### src/rtl/wb_burst_reader.sv
// Wishbone classic read master: fetches NB_WORDS consecutive 32-bit words from
// BASE_ADR and streams them out through a small FIFO with valid/ready handshake.
module wb_burst_reader #(
    parameter logic [31:0] BASE_ADR   = 32'h0000_0000,
    parameter int unsigned NB_WORDS   = 2048,
    parameter int unsigned FIFO_DEPTH = 8
) (
    input  logic        clk,
    input  logic        rst,
    output logic        cyc,
    output logic        stb,
    output logic        we,
    output logic [3:0]  sel,
    output logic [31:0] adr,
    output logic [31:0] dat_ms,
    input  logic [31:0] dat_sm,
    input  logic        ack,
    input  logic        err,
    input  logic        rty,
    input  logic        start,
    output logic [31:0] out_data,
    output logic        out_valid,
    input  logic        out_ready,
    output logic        busy,
    output logic        done,
    output logic        error
);

    localparam int PTR_W = $clog2(FIFO_DEPTH);
    localparam int CNT_W = PTR_W + 1;
    localparam int IDX_W = 21;

    localparam logic [IDX_W-1:0] LAST_IDX = IDX_W'(NB_WORDS - 1);
    localparam logic [CNT_W-1:0] DEPTH_C  = CNT_W'(FIFO_DEPTH);

    localparam logic [1:0] S_IDLE  = 2'd0;
    localparam logic [1:0] S_READ  = 2'd1;
    localparam logic [1:0] S_DRAIN = 2'd2;

    logic [1:0]       state;
    logic [IDX_W-1:0] idx;
    logic [31:0]      fifo_mem [FIFO_DEPTH];
    logic [PTR_W-1:0] wr_ptr;
    logic [PTR_W-1:0] rd_ptr;
    logic [CNT_W-1:0] count;

    logic req;
    logic push;
    logic pop;
    logic abort;
    logic last;
    logic unused_rty;

    // Strobe only while there is room, so a granted ack always has a free slot.
    assign req    = (state == S_READ) && (count < DEPTH_C);
    assign cyc    = req;
    assign stb    = req;
    assign we     = 1'b0;
    assign sel    = 4'hF;
    assign dat_ms = '0;
    assign adr    = BASE_ADR + 32'({idx, 2'b00});

    // err wins over a simultaneous ack: the word is dropped and the burst aborted.
    assign abort  = req && err;
    assign push   = req && ack && !err;
    assign last   = push && (idx == LAST_IDX);
    assign pop    = out_valid && out_ready;

    assign out_valid  = (count != '0);
    assign out_data   = fifo_mem[rd_ptr];
    assign busy       = (state != S_IDLE);
    assign unused_rty = rty;

    // NOTE: sequential state is updated with non-blocking assignments only, so
    // every always_ff reads the pre-edge values regardless of evaluation order.
    always_ff @(posedge clk) begin
        if (rst) begin
            state <= S_IDLE;
            idx   <= '0;
            done  <= 1'b0;
            error <= 1'b0;
        end else begin
            done  <= 1'b0;
            error <= 1'b0;
            case (state)
                S_IDLE: begin
                    if (start) begin
                        state <= S_READ;
                        idx   <= '0;
                    end
                end
                S_READ: begin
                    if (abort) begin
                        state <= S_IDLE;
                        error <= 1'b1;
                    end else if (push) begin
                        if (last) begin
                            state <= S_DRAIN;
                        end else begin
                            idx <= idx + 1'b1;
                        end
                    end
                end
                S_DRAIN: begin
                    if (count == '0) begin
                        state <= S_IDLE;
                        done  <= 1'b1;
                    end
                end
                default: state <= S_IDLE;
            endcase
        end
    end

    always_ff @(posedge clk) begin
        if (rst || abort) begin
            wr_ptr <= '0;
            rd_ptr <= '0;
            count  <= '0;
        end else begin
            if (push) wr_ptr <= wr_ptr + 1'b1;
            if (pop)  rd_ptr <= rd_ptr + 1'b1;
            case ({push, pop})
                2'b10:   count <= count + 1'b1;
                2'b01:   count <= count - 1'b1;
                default: count <= count;
            endcase
        end
    end

    // NOTE: the storage array has no reset; out_valid comes from count, so stale
    // entries are never presented and the array can map onto plain registers/RAM.
    always_ff @(posedge clk) begin
        if (push) fifo_mem[wr_ptr] <= dat_sm;
    end

endmodule

### config.mk
export PLATFORM = sky130hd
export DESIGN_NAME = wb_burst_reader
export DESIGN_NICKNAME = d
export VERILOG_FILES = /design/src/rtl/wb_burst_reader.sv
export SDC_FILE = /design/constraint.sdc
export NUM_CORES = 1
export LEC_CHECK = 0
export ABC_AREA = 1
export ABC_CLOCK_PERIOD_IN_PS = 3760
export CAP_MARGIN = 30
export CORE_ASPECT_RATIO = 0.6
export CORE_MARGIN = 2
export CORE_UTILIZATION = 30
export DETAILED_ROUTE_END_ITERATION = 6
export GPL_ROUTABILITY_DRIVEN = 0
export PLACE_DENSITY = 0.58
export SLEW_MARGIN = 5
export SYNTH_ARGS = -nofsm -noshare
export SYNTH_HDL_FRONTEND = slang
export SYNTH_SLANG_ARGS = --single-unit
### constraint.sdc
create_clock -name clk -period 3.76 [get_ports clk]
set_input_delay 0.376 -clock clk [delete_from_list [all_inputs] [get_ports clk]]
set_output_delay 0.376 -clock clk [all_outputs]
set_load 0.02 [all_outputs]
==> results of run 1 <==
[state kept, by name (all words and copies together) (netlist names), named ones only]
register and flops:
fifo_mem 256, wr_ptr 3, state 2, idx 21, done 1, count 4, rd_ptr 3, error 1
[layer usage]
layer / vias up / wire length (um) / GRT usage, %
met2: 160 / 13400 / 20.7
met5: - / 10 / 0
met1: 3992 / 14900 / 20.2
met4: 2 / 484 / 2.84
met3: 45 / 1450 / 2.74
li1: 4086 / - / -
[cells by family (layout without fill, tap and decap cells)]
| family | count (synthesis) | count (layout) |
|---|---|---|
| buf+inv | 147 | 214 |
| simple gates | 467 | 467 |
| fa+ha+maj | 6 | 6 |
| compound gates | 226 | 226 |
| flops | 294 | 294 |
| xor+xnor | 5 | 5 |
| other cells | 2 | 49 |
[power breakdown]
| group | internal (mW) | switching, mW |
|---|---|---|
| logic | 0.486 | 0.825 |
| registers | 3.60 | 0.0868 |
| clock network | 1.58 | 1.24 |
| total | 5.66 | 2.16 |
[worst max-delay path by stage]
stage                      to  cells past startpoint
6_report          out_data[8]                      6
5_1_grt           out_data[8]                      6
4_1_cts           out_data[8]                      6
3_5_place_dp      out_data[8]                      6
3_3_place_gp      out_data[8]                      6
2_1_floorplan  fifo_mem[2][0]                      5
[cell type report]
cell class | count | share of cell area (%)
Multi-Input combinational cell | 752 | 23.5
Clock buffer | 40 | 5.43
Clock inverter | 16 | 0.705
Timing Repair Buffer | 116 | 7.87
Tap cell | 560 | 4.70
Sequential cell | 294 | 56.7
Inverter | 42 | 1.07
Antenna cell | 1 | 0.0168
[metrics by stage]
stage               hold WS, ns  utilization, %  instance area [um2]  total power [mW]  setup WS [ns]
finish                    0.476            36.5                14900              7.82          0.394
CTS                       0.472            36.5                14900              7.92          0.325
global placement          0.450            34.3                14000              5.06          0.946
floorplan                 0.433               -                12700              4.59        -0.0274
detailed placement        0.463            34.3                14000              5.07          0.947
global route              0.507            36.5                14900              8.18          0.176
[tightest hold or removal path: cells and delay by family (launching register included)]
kind	cells	cell delay, ns
DFF	1	0.31
AOI/OAI and AO/OA	1	0.07
buffers and inverters	1	0.05
[placed cells by master, fill, tap and decap left out, types with 8 or more instances in the layout]
master and count:
a21oi_1 22, a31oi_1 32, buf_4 15, clkbuf_1 9, clkbuf_16 31, clkdlybuf4s50_1 96, clkinv_1 8, conb_1 48
dfxtp_1 36, edfxtp_1 256, inv_1 34, nand2_1 94, nand3_1 41, nor2_1 289, nor2_2 9, o21ai_0 138
o22ai_1 32
==> results.sh, run 1 <==
export IMPL_crit_arrival_ns=2.99
export IMPL_worstPathRequired_ns=3.38
export IMPL_critPathCaptureType="output port"
export IMPL_yosys_area_top_type="edfxtp_1"
export IMPL_die_area_um2=43400
export IMPL_yosysSeqAreaShare_pct=67.5
export IMPL_drt_iter0_markers=640
export IMPL_worst_path_buf_inv=2
export IMPL_floorplan_rows=57
export IMPL_synth_warnings=0
export IMPL_clk_latency_ns=0.56
export IMPL_tns_ns=0
export IMPL_final_setup_skew_ns=0.0100
export IMPL_final_cell_count_no_fill=1821
export IMPL_pwr_density_cell_nw_per_um2=525
export IMPL_route_vias_total=8285
export IMPL_syn_to_final_growth_pct=19.2
export IMPL_ir_worst_vdd_mv=0.288
export IMPL_layout_worst_path_cycle_share_pct=89.5
export IMPL_place_detailed_hpwl_mm=17.0
export IMPL_worst_setup_path_start_kind="flip-flop"
export IMPL_syn_area_per_cell_um2=10.9
export IMPL_timing_fmax_ghz=0.297
export IMPL_synth_cell_types=36
export IMPL_timing_critical_path_cells="buf_4, o21ai_0, o22ai_1, nor2_1, a31oi_1, clkdlybuf4s50_1"
export IMPL_finalMaxSlewViolations=0
export IMPL_max_cap_violations=0
export IMPL_dominantRegCellSynth="edfxtp_1"
export IMPL_post_route_cells_drive_above_1_share_pct=8.10
export IMPL_chipWidth_um=268
export IMPL_slew_headroom_pct=44.6
export IMPL_critical_path_fanouts_max=64
export IMPL_library_cell_with_the_highest_instance_count_after_synthesis="nor2_1"
export IMPL_post_drt_via_cell_ratio=4.55
export IMPL_syn_inst=1147
export IMPL_port_buffers=96
export IMPL_first_global_vias=7688
export IMPL_layout_area_seq_um2=8450
export IMPL_nNetsFinal=1281
export IMPL_synth_largest_type_area_fraction_pct=61.4
export IMPL_cp_top_family="buffers and inverters"
export IMPL_period_minus_slack_ns=3.37
export IMPL_cts_repair_resize_count=0
export IMPL_postRouteAntennaNets=0
export IMPL_grt_setup_unrepaired="false"
export IMPL_synth_top_cells_by_count="nor2_1, edfxtp_1, o21ai_0"
export IMPL_worst_hold_endpoint="rd_ptr[2]"
export IMPL_globalRouteTotalUtil_pct=13.7
export IMPL_average_wire_per_standard_cell_um=16.6
export IMPL_largest_net_degree_at_the_start_of_global_routing=69
export IMPL_total_area_of_multi_input_combinational_cells_um2=3500
export IMPL_first_pass_iters=5
export IMPL_critical_path_max_stage_delay_ns=0.68
export IMPL_globalRouteOverflowTotal=0
export IMPL_synth_simple_area_share_pct=15.5
export IMPL_hold_viol_final=0
export IMPL_hp_start="rd_ptr[2]"
export IMPL_tritoncts_num_sinks=294
export IMPL_synthMuxAreaShare_pct=0
export IMPL_setup_violators_final=0
export IMPL_clock_tree_buffer_depth=3
export IMPL_synth_xor_xnor_area_share_pct=0.350
export IMPL_cts_setup_buffers=0
export IMPL_r2r_start="state[0]"
export IMPL_core_um2=40800
export IMPL_ff2ff_setup_slack_ns=1.37
export IMPL_synthTopCellsByArea="edfxtp_1, nor2_1, dfxtp_1"
export IMPL_tritoncts_num_buffers=30
export IMPL_min_delay_path_class="reg -> reg"
export IMPL_finalWirelength_mm=30.3
export IMPL_timing_reg2reg_worst_path_depth=6
export IMPL_cp_slowest_cell="clkdlybuf4s50_1"
export IMPL_hold_path_cell_count=2
export IMPL_main_combinational_cell_family_by_area_after_synthesis="simple AND/OR/NAND/NOR gates"
export IMPL_cts_root_buf="clkbuf_16"
export IMPL_cell_leakage_power_nw=5.03
export IMPL_synth_compound_area_share_pct=9.72
export IMPL_ys_seq_elements=294
export IMPL_initial_utilization_pct=30.7
export IMPL_worst_pin_slew_ns=0.832
export IMPL_pin_count=146
export IMPL_grt_antenna_before_repair=2
export IMPL_place_detailed_instances=1764
export IMPL_timing_worst_setup_path_type="reg -> out"
export IMPL_cts_tree="built"
export IMPL_grt_pass1_wl_mm=45.7
export IMPL_status="finished, final reports clean"
export IMPL_drc=0
export IMPL_height_of_the_die_um=162
export IMPL_clock_pin_slew_reported_for_the_worst_setup_and_hold_paths_after_clock_tree_synthesis_ns=0.06
export IMPL_synth_enable_flop_cells=256
export IMPL_fraction_of_the_mapped_netlist_area_in_adder_cells_pct=0.600
export IMPL_async_reset_ff_share_pct=0
export IMPL_cts_htree_levels=1
export IMPL_r2r_end="fifo_mem[2][19]"
export IMPL_mappedNetlistArea_um2=12500
export IMPL_num_fill_cells=4011
export IMPL_cts_hold_buffers=0
Power figures use the tool's default switching activity.
==> run 2: changes to the inputs <==
--- a/config.mk
+++ b/config.mk
@@ -8,7 +8,6 @@
 export ABC_AREA = 1
 export ABC_CLOCK_PERIOD_IN_PS = 3760
 export CAP_MARGIN = 30
-export CORE_ASPECT_RATIO = 0.6
 export CORE_MARGIN = 2
 export CORE_UTILIZATION = 30
 export DETAILED_ROUTE_END_ITERATION = 6
==> run 2 against run 1 <==
Effect of this change: maximum frequency is 4.9% higher; non-clock buffer count is 3 lower; register-to-register slack better by 0.06 ns; flip-flop and latch count stayed put; critical path depth stayed put; via count is 0.41% higher; sequential power hardly changed; worst hold slack worse by 0.0021 ns; final area is 0.18% lower; setup slack better by 0.16 ns; highest routed layer unchanged.
==> results.sh, run 2 (synthesis results as in run 1) <==
export IMPL_route_vias_total=8319
export IMPL_setup_violators_final=0
export IMPL_post_route_cells_drive_above_1_share_pct=7.89
export IMPL_critical_path_max_stage_delay_ns=0.67
export IMPL_status="finished, final reports clean"
export IMPL_worstPathRequired_ns=3.38
export IMPL_initial_utilization_pct=30.5
export IMPL_most_common_layout_cells="nor2_1, edfxtp_1, o21ai_0, clkdlybuf4s50_1, nand2_1"
export IMPL_largest_net_degree_at_the_start_of_global_routing=129
export IMPL_die_area_um2=43400
export IMPL_worst_setup_path_start_kind="flip-flop"
export IMPL_tritoncts_num_sinks=294
export IMPL_largest_register="fifo_mem"
export IMPL_postRouteAntennaNets=0
export IMPL_slew_headroom_pct=41.6
export IMPL_critical_path_fanouts_max=128
export IMPL_pin_count=146
export IMPL_final_setup_skew_ns=0.0132
export IMPL_clock_pin_slew_reported_for_the_worst_setup_and_hold_paths_after_clock_tree_synthesis_ns=0.06
export IMPL_syn_to_final_growth_pct=18.9
export IMPL_finalMaxSlewViolations=0
export IMPL_grt_pass1_wl_mm=45.0
export IMPL_cp_slowest_cell="clkdlybuf4s50_1"
export IMPL_globalRouteTotalUtil_pct=13.1
export IMPL_ir_worst_vdd_mv=0.298
export IMPL_post_drt_via_cell_ratio=4.65
export IMPL_nNetsFinal=1279
export IMPL_final_hold_slack_ns=0.474
export IMPL_timing_fmax_ghz=0.312
export IMPL_post_route_worst_setup_slack_ns=0.551
export IMPL_period_minus_slack_ns=3.21
export IMPL_cts_tree="built"
export IMPL_chipWidth_um=208
export IMPL_grt_setup_unrepaired="false"
export IMPL_number_of_flip_flops_in_the_largest_register=256
export IMPL_fin_total_pwr_mw=7.82
export IMPL_first_global_vias=8130
export IMPL_cts_repair_resize_count=0
export IMPL_cts_root_buf="clkbuf_16"
export IMPL_finalWirelength_mm=28.7
export IMPL_cts_htree_levels=1
export IMPL_final_cell_count_no_fill=1788
export IMPL_clk_latency_ns=0.58
export IMPL_tritoncts_num_buffers=31
export IMPL_grt_antenna_before_repair=2
export IMPL_place_ws_ns=1.11
export IMPL_worst_pin_slew_ns=0.872
export IMPL_height_of_the_die_um=208
export IMPL_port_buffers=96
export IMPL_timing_worst_setup_path_type="reg -> out"
export IMPL_cell_leakage_power_nw=5.02
export IMPL_floorplan_rows=74
export IMPL_mostFrequentLayoutCell="nor2_1"
export IMPL_max_cap_violations=0
export IMPL_cts_hold_buffers=0
export IMPL_drc=0
export IMPL_min_delay_path_class="reg -> reg"
export IMPL_average_wire_per_standard_cell_um=16.1
export IMPL_crit_arrival_ns=2.83
export IMPL_core_um2=41000
export IMPL_timing_critical_path_cells="buf_12, o21ai_0, o22ai_1, nor2_1, a31oi_1, clkdlybuf4s50_1"
export IMPL_first_pass_iters=5
export IMPL_clock_tree_buffer_depth=3
export IMPL_critPathCaptureType="output port"
export IMPL_drt_iter0_markers=519
export IMPL_tns_ns=0
export IMPL_regs_by_ff_count="fifo_mem x256, idx x21, count x4"
export IMPL_place_detailed_instances=1733
export IMPL_layout_worst_path_cycle_share_pct=85.3
export IMPL_globalRouteOverflowTotal=0
export IMPL_pwr_density_cell_nw_per_um2=525
export IMPL_cts_setup_buffers=0
export IMPL_place_detailed_hpwl_mm=15.6
export IMPL_hold_viol_final=0
## run 2: cell types whose count changed in the layout (fill, tap and decap cells not counted)
cell        previous run  this run
buf_4                 15        12
clkinv_2               7         4
clkbuf_1               9         7
bufinv_16              1         2
clkinvlp_2             0         1
inv_16                 0         1
inv_6                  0         1
inv_8                  1         0
## run 2: worst paths after layout
kind | start | to | slack (ns) | depth (start not counted)
max reg2reg | state[0] | fifo_mem[0][16] | 1.43 | 6
min | rd_ptr[2] | rd_ptr[2] | 0.47 | 2
min reg2reg | rd_ptr[2] | rd_ptr[2] | 0.47 | 2
max | flip-flop | out_data[24] | 0.55 | 6
## run 2: metal layers
layer | share of wire (%) | global-route usage (%)
met5 | 0.038 | 0
met4 | 1.6 | 2.65
met3 | 5.5 | 3.06
met1 | 45 | 17.1
met2 | 48 | 22.3
## run 2: area by class of cell
type	count	area (um2)
inverters	42	159
clock buffers	38	802
clock inverters	16	143
diodes	1	2.50
fillers	4021	26100
repair buffers	113	1150
flip-flops and latches	294	8450
multi-input cells	752	3500
well taps	532	666
## run 2: critical path: cells and delay by family (launching register included)
family	cells	cell delay, ns
AOI/OAI and AO/OA	3	0.65
DFF	1	0.36
and+or+nand+nor	1	0.06
buffers and inverters	2	1.06
## run 2: where the power goes
part	total (mW)	internal [mW]	switching [mW]
clock network	2.85	1.64	1.21
logic	1.30	0.476	0.829
registers	3.66	3.60	0.0594
total	7.82	5.72	2.10
## run 2: through the flow
stage	utilization (%)	cell area, um2
after global placement	34.0	13900
after floorplan	-	12700
after global routing	36.3	14900
after detailed placement	34.0	13900
after CTS	36.3	14900
final	36.3	14900
==> run 3: changes to the inputs <==
--- a/config.mk
+++ b/config.mk
@@ -11,8 +11,8 @@
 export CORE_MARGIN = 2
 export CORE_UTILIZATION = 30
 export DETAILED_ROUTE_END_ITERATION = 6
-export GPL_ROUTABILITY_DRIVEN = 0
 export PLACE_DENSITY = 0.58
+export RECOVER_POWER = 25
 export SLEW_MARGIN = 5
 export SYNTH_ARGS = -nofsm -noshare
 export SYNTH_HDL_FRONTEND = slang
==> run 3 against run 2 <==
Effect of this change: via count barely moved; maximum frequency hardly changed; largest cell class unchanged; highest routed layer unchanged; first-iteration DRC count is 0.96% lower; critical path depth is the same; final area unchanged; flip-flop and latch count stayed put; clock skew barely moved; combinational power about the same.
==> results.sh, run 3 (synthesis results as in run 1) <==
export IMPL_status="finished, final reports clean"
export IMPL_regs_by_ff_count="fifo_mem x256, idx x21, count x4"
export IMPL_most_common_layout_cells="nor2_1, edfxtp_1, o21ai_0, nand2_1, clkdlybuf4s50_1"
export IMPL_ff2ff_setup_slack_ns=1.43
export IMPL_finalInstanceArea_um2=14900
export IMPL_fin_total_pwr_mw=7.81
export IMPL_pin_count=146
export IMPL_r2r_start="state[0]"
export IMPL_internal_power_mw=5.72
export IMPL_wl_met2_mm=13.7
export IMPL_height_of_the_die_um=208
export IMPL_clk_latency_ns=0.58
export IMPL_largest_register="fifo_mem"
export IMPL_grt_antenna_before_repair=3
export IMPL_placed_area_um2=13900
export IMPL_postRouteAntennaNets=0
export IMPL_comb_power_share_pct=16.6
export IMPL_layout_worst_path_cycle_share_pct=85.3
export IMPL_clock_network_fraction_of_design_power_pct=36.5
export IMPL_nNetsFinal=1279
export IMPL_cts_repair_resize_count=0
export IMPL_port_buffers=96
export IMPL_worst_pin_slew_ns=0.872
export IMPL_cts_tree="built"
export IMPL_initial_utilization_pct=30.5
export IMPL_critPathCaptureType="output port"
export IMPL_routedLengthMet1_mm=13.1
export IMPL_timing_fmax_ghz=0.312
export IMPL_r2r_end="fifo_mem[0][16]"
export IMPL_slew_headroom_pct=41.6
export IMPL_utilization_pct=36.3
export IMPL_hold_path_cell_count=2
export IMPL_pwr_density_cell_nw_per_um2=525
export IMPL_seqPwrFrac_pct=46.8
export IMPL_chipWidth_um=208
export IMPL_drc=0
export IMPL_min_delay_path_class="reg -> reg"
export IMPL_average_wire_per_standard_cell_um=16.1
export IMPL_tritoncts_num_buffers=31
export IMPL_globalRouteOverflowTotal=0
export IMPL_critical_path_fanouts_max=128
export IMPL_finalWirelength_mm=28.7
export IMPL_post_drt_via_cell_ratio=4.66
export IMPL_period_minus_slack_ns=3.21
export IMPL_cts_hold_buffers=0
export IMPL_route_vias_total=8327
export IMPL_mostFrequentLayoutCell="nor2_1"
export IMPL_number_of_flip_flops_in_the_largest_register=256
export IMPL_post_route_cells_drive_above_1_share_pct=7.89
export IMPL_max_cap_violations=0
export IMPL_worst_setup_path_start_kind="flip-flop"
export IMPL_hp_start="rd_ptr[2]"
export IMPL_finalMaxSlewViolations=0
export IMPL_first_pass_iters=5
export IMPL_clock_pin_slew_reported_for_the_worst_setup_and_hold_paths_after_clock_tree_synthesis_ns=0.06
export IMPL_drt_iter0_markers=514
export IMPL_syn_to_final_growth_pct=18.9
export IMPL_final_setup_skew_ns=0.0135
export IMPL_cts_root_buf="clkbuf_16"
export IMPL_die_area_um2=43400
export IMPL_final_hold_slack_ns=0.474
export IMPL_grt_setup_unrepaired="false"
export IMPL_topRoutingLayerUsed="met5"
export IMPL_total_switching_power_mw=2.10
export IMPL_timing_worst_setup_path_type="reg -> out"
export IMPL_setup_violators_final=0
export IMPL_timing_reg2reg_worst_path_depth=6
export IMPL_clock_tree_buffer_depth=3
export IMPL_cts_setup_buffers=0
export IMPL_core_um2=41000
export IMPL_tritoncts_num_sinks=294
export IMPL_globalRouteTotalUtil_pct=13.1
export IMPL_p_sw_share_pct=26.8
export IMPL_cell_leakage_power_nw=5.03
export IMPL_ir_worst_vdd_mv=0.298
export IMPL_worstPathRequired_ns=3.38
export IMPL_first_global_vias=8130
export IMPL_routed_length_on_met3_mm=1.49
export IMPL_hold_viol_final=0
export IMPL_grt_pass1_wl_mm=45.0
export IMPL_worst_hold_endpoint="rd_ptr[2]"
export IMPL_place_congestion=0.798
export IMPL_largest_net_degree_at_the_start_of_global_routing=129
export IMPL_place_detailed_hpwl_mm=15.6
export IMPL_floorplan_rows=74
export IMPL_crit_arrival_ns=2.83
export IMPL_cts_htree_levels=1
run 3: changes by cell type in the layout (fill, tap and decap cells not counted), sizes merged:
| cell | previous run | this run |
|---|---|---|
| clkdlybuf4s50 | 96 | 75 |
| dlygate4sd3 | 0 | 21 |
run 3: worst max-delay path by stage:
stage,start,endpoint,slack (ns),depth (start not counted)
after detailed placement,ack,fifo_mem[0][16],1.11,7
final,flip-flop,out_data[24],0.55,6
after floorplan,state[0],fifo_mem[2][0],-0.03,5
after CTS,flip-flop,out_data[3],0.51,6
after global routing,flip-flop,out_data[24],0.39,6
after global placement,flip-flop,out_data[5],1.11,6
run 3: critical path, stage by stage (launching register included):
cell	delay [ns]
dfxtp_4	0.36
buf_12	0.39
o21ai_0	0.18
o22ai_1	0.17
nor2_1	0.06
a31oi_1	0.30
clkdlybuf4s50_1	0.67
run 3: stage by stage:
stage	setup slack, ns	instances	TNS, ns
finish	0.551	1788	0
global route	0.390	1787	0
CTS	0.506	1787	0
detailed placement	1.11	1733	0
global placement	1.11	1733	0
floorplan	-0.0274	1193	-1.76
run 3: metal layers:
layer / global-route usage [%] / up-vias
met5: 0 / -
met4: 2.65 / 4
met3: 3.06 / 40
met2: 22.3 / 192
met1: 17.1 / 4014
li1: - / 4077
run 3: area by class of cell:
cell class	count	area (um2)
fill	4021	26100
sequential	294	8450
multi-input combinational	752	3500
timing repair buffer	113	1150
clock buffer	38	802
tap	532	666
inverter	42	159
clock inverter	16	143
antenna	1	2.50
run 3: power by group through the flow:
stage	registers, mW	clock network [mW]	logic [mW]
after floorplan	3.74	0	0.853
after global placement	3.73	0	1.30
after detailed placement	3.73	0	1.32
after CTS	3.66	2.94	1.32
after global routing	3.67	3.06	1.45
final	3.66	2.85	1.30
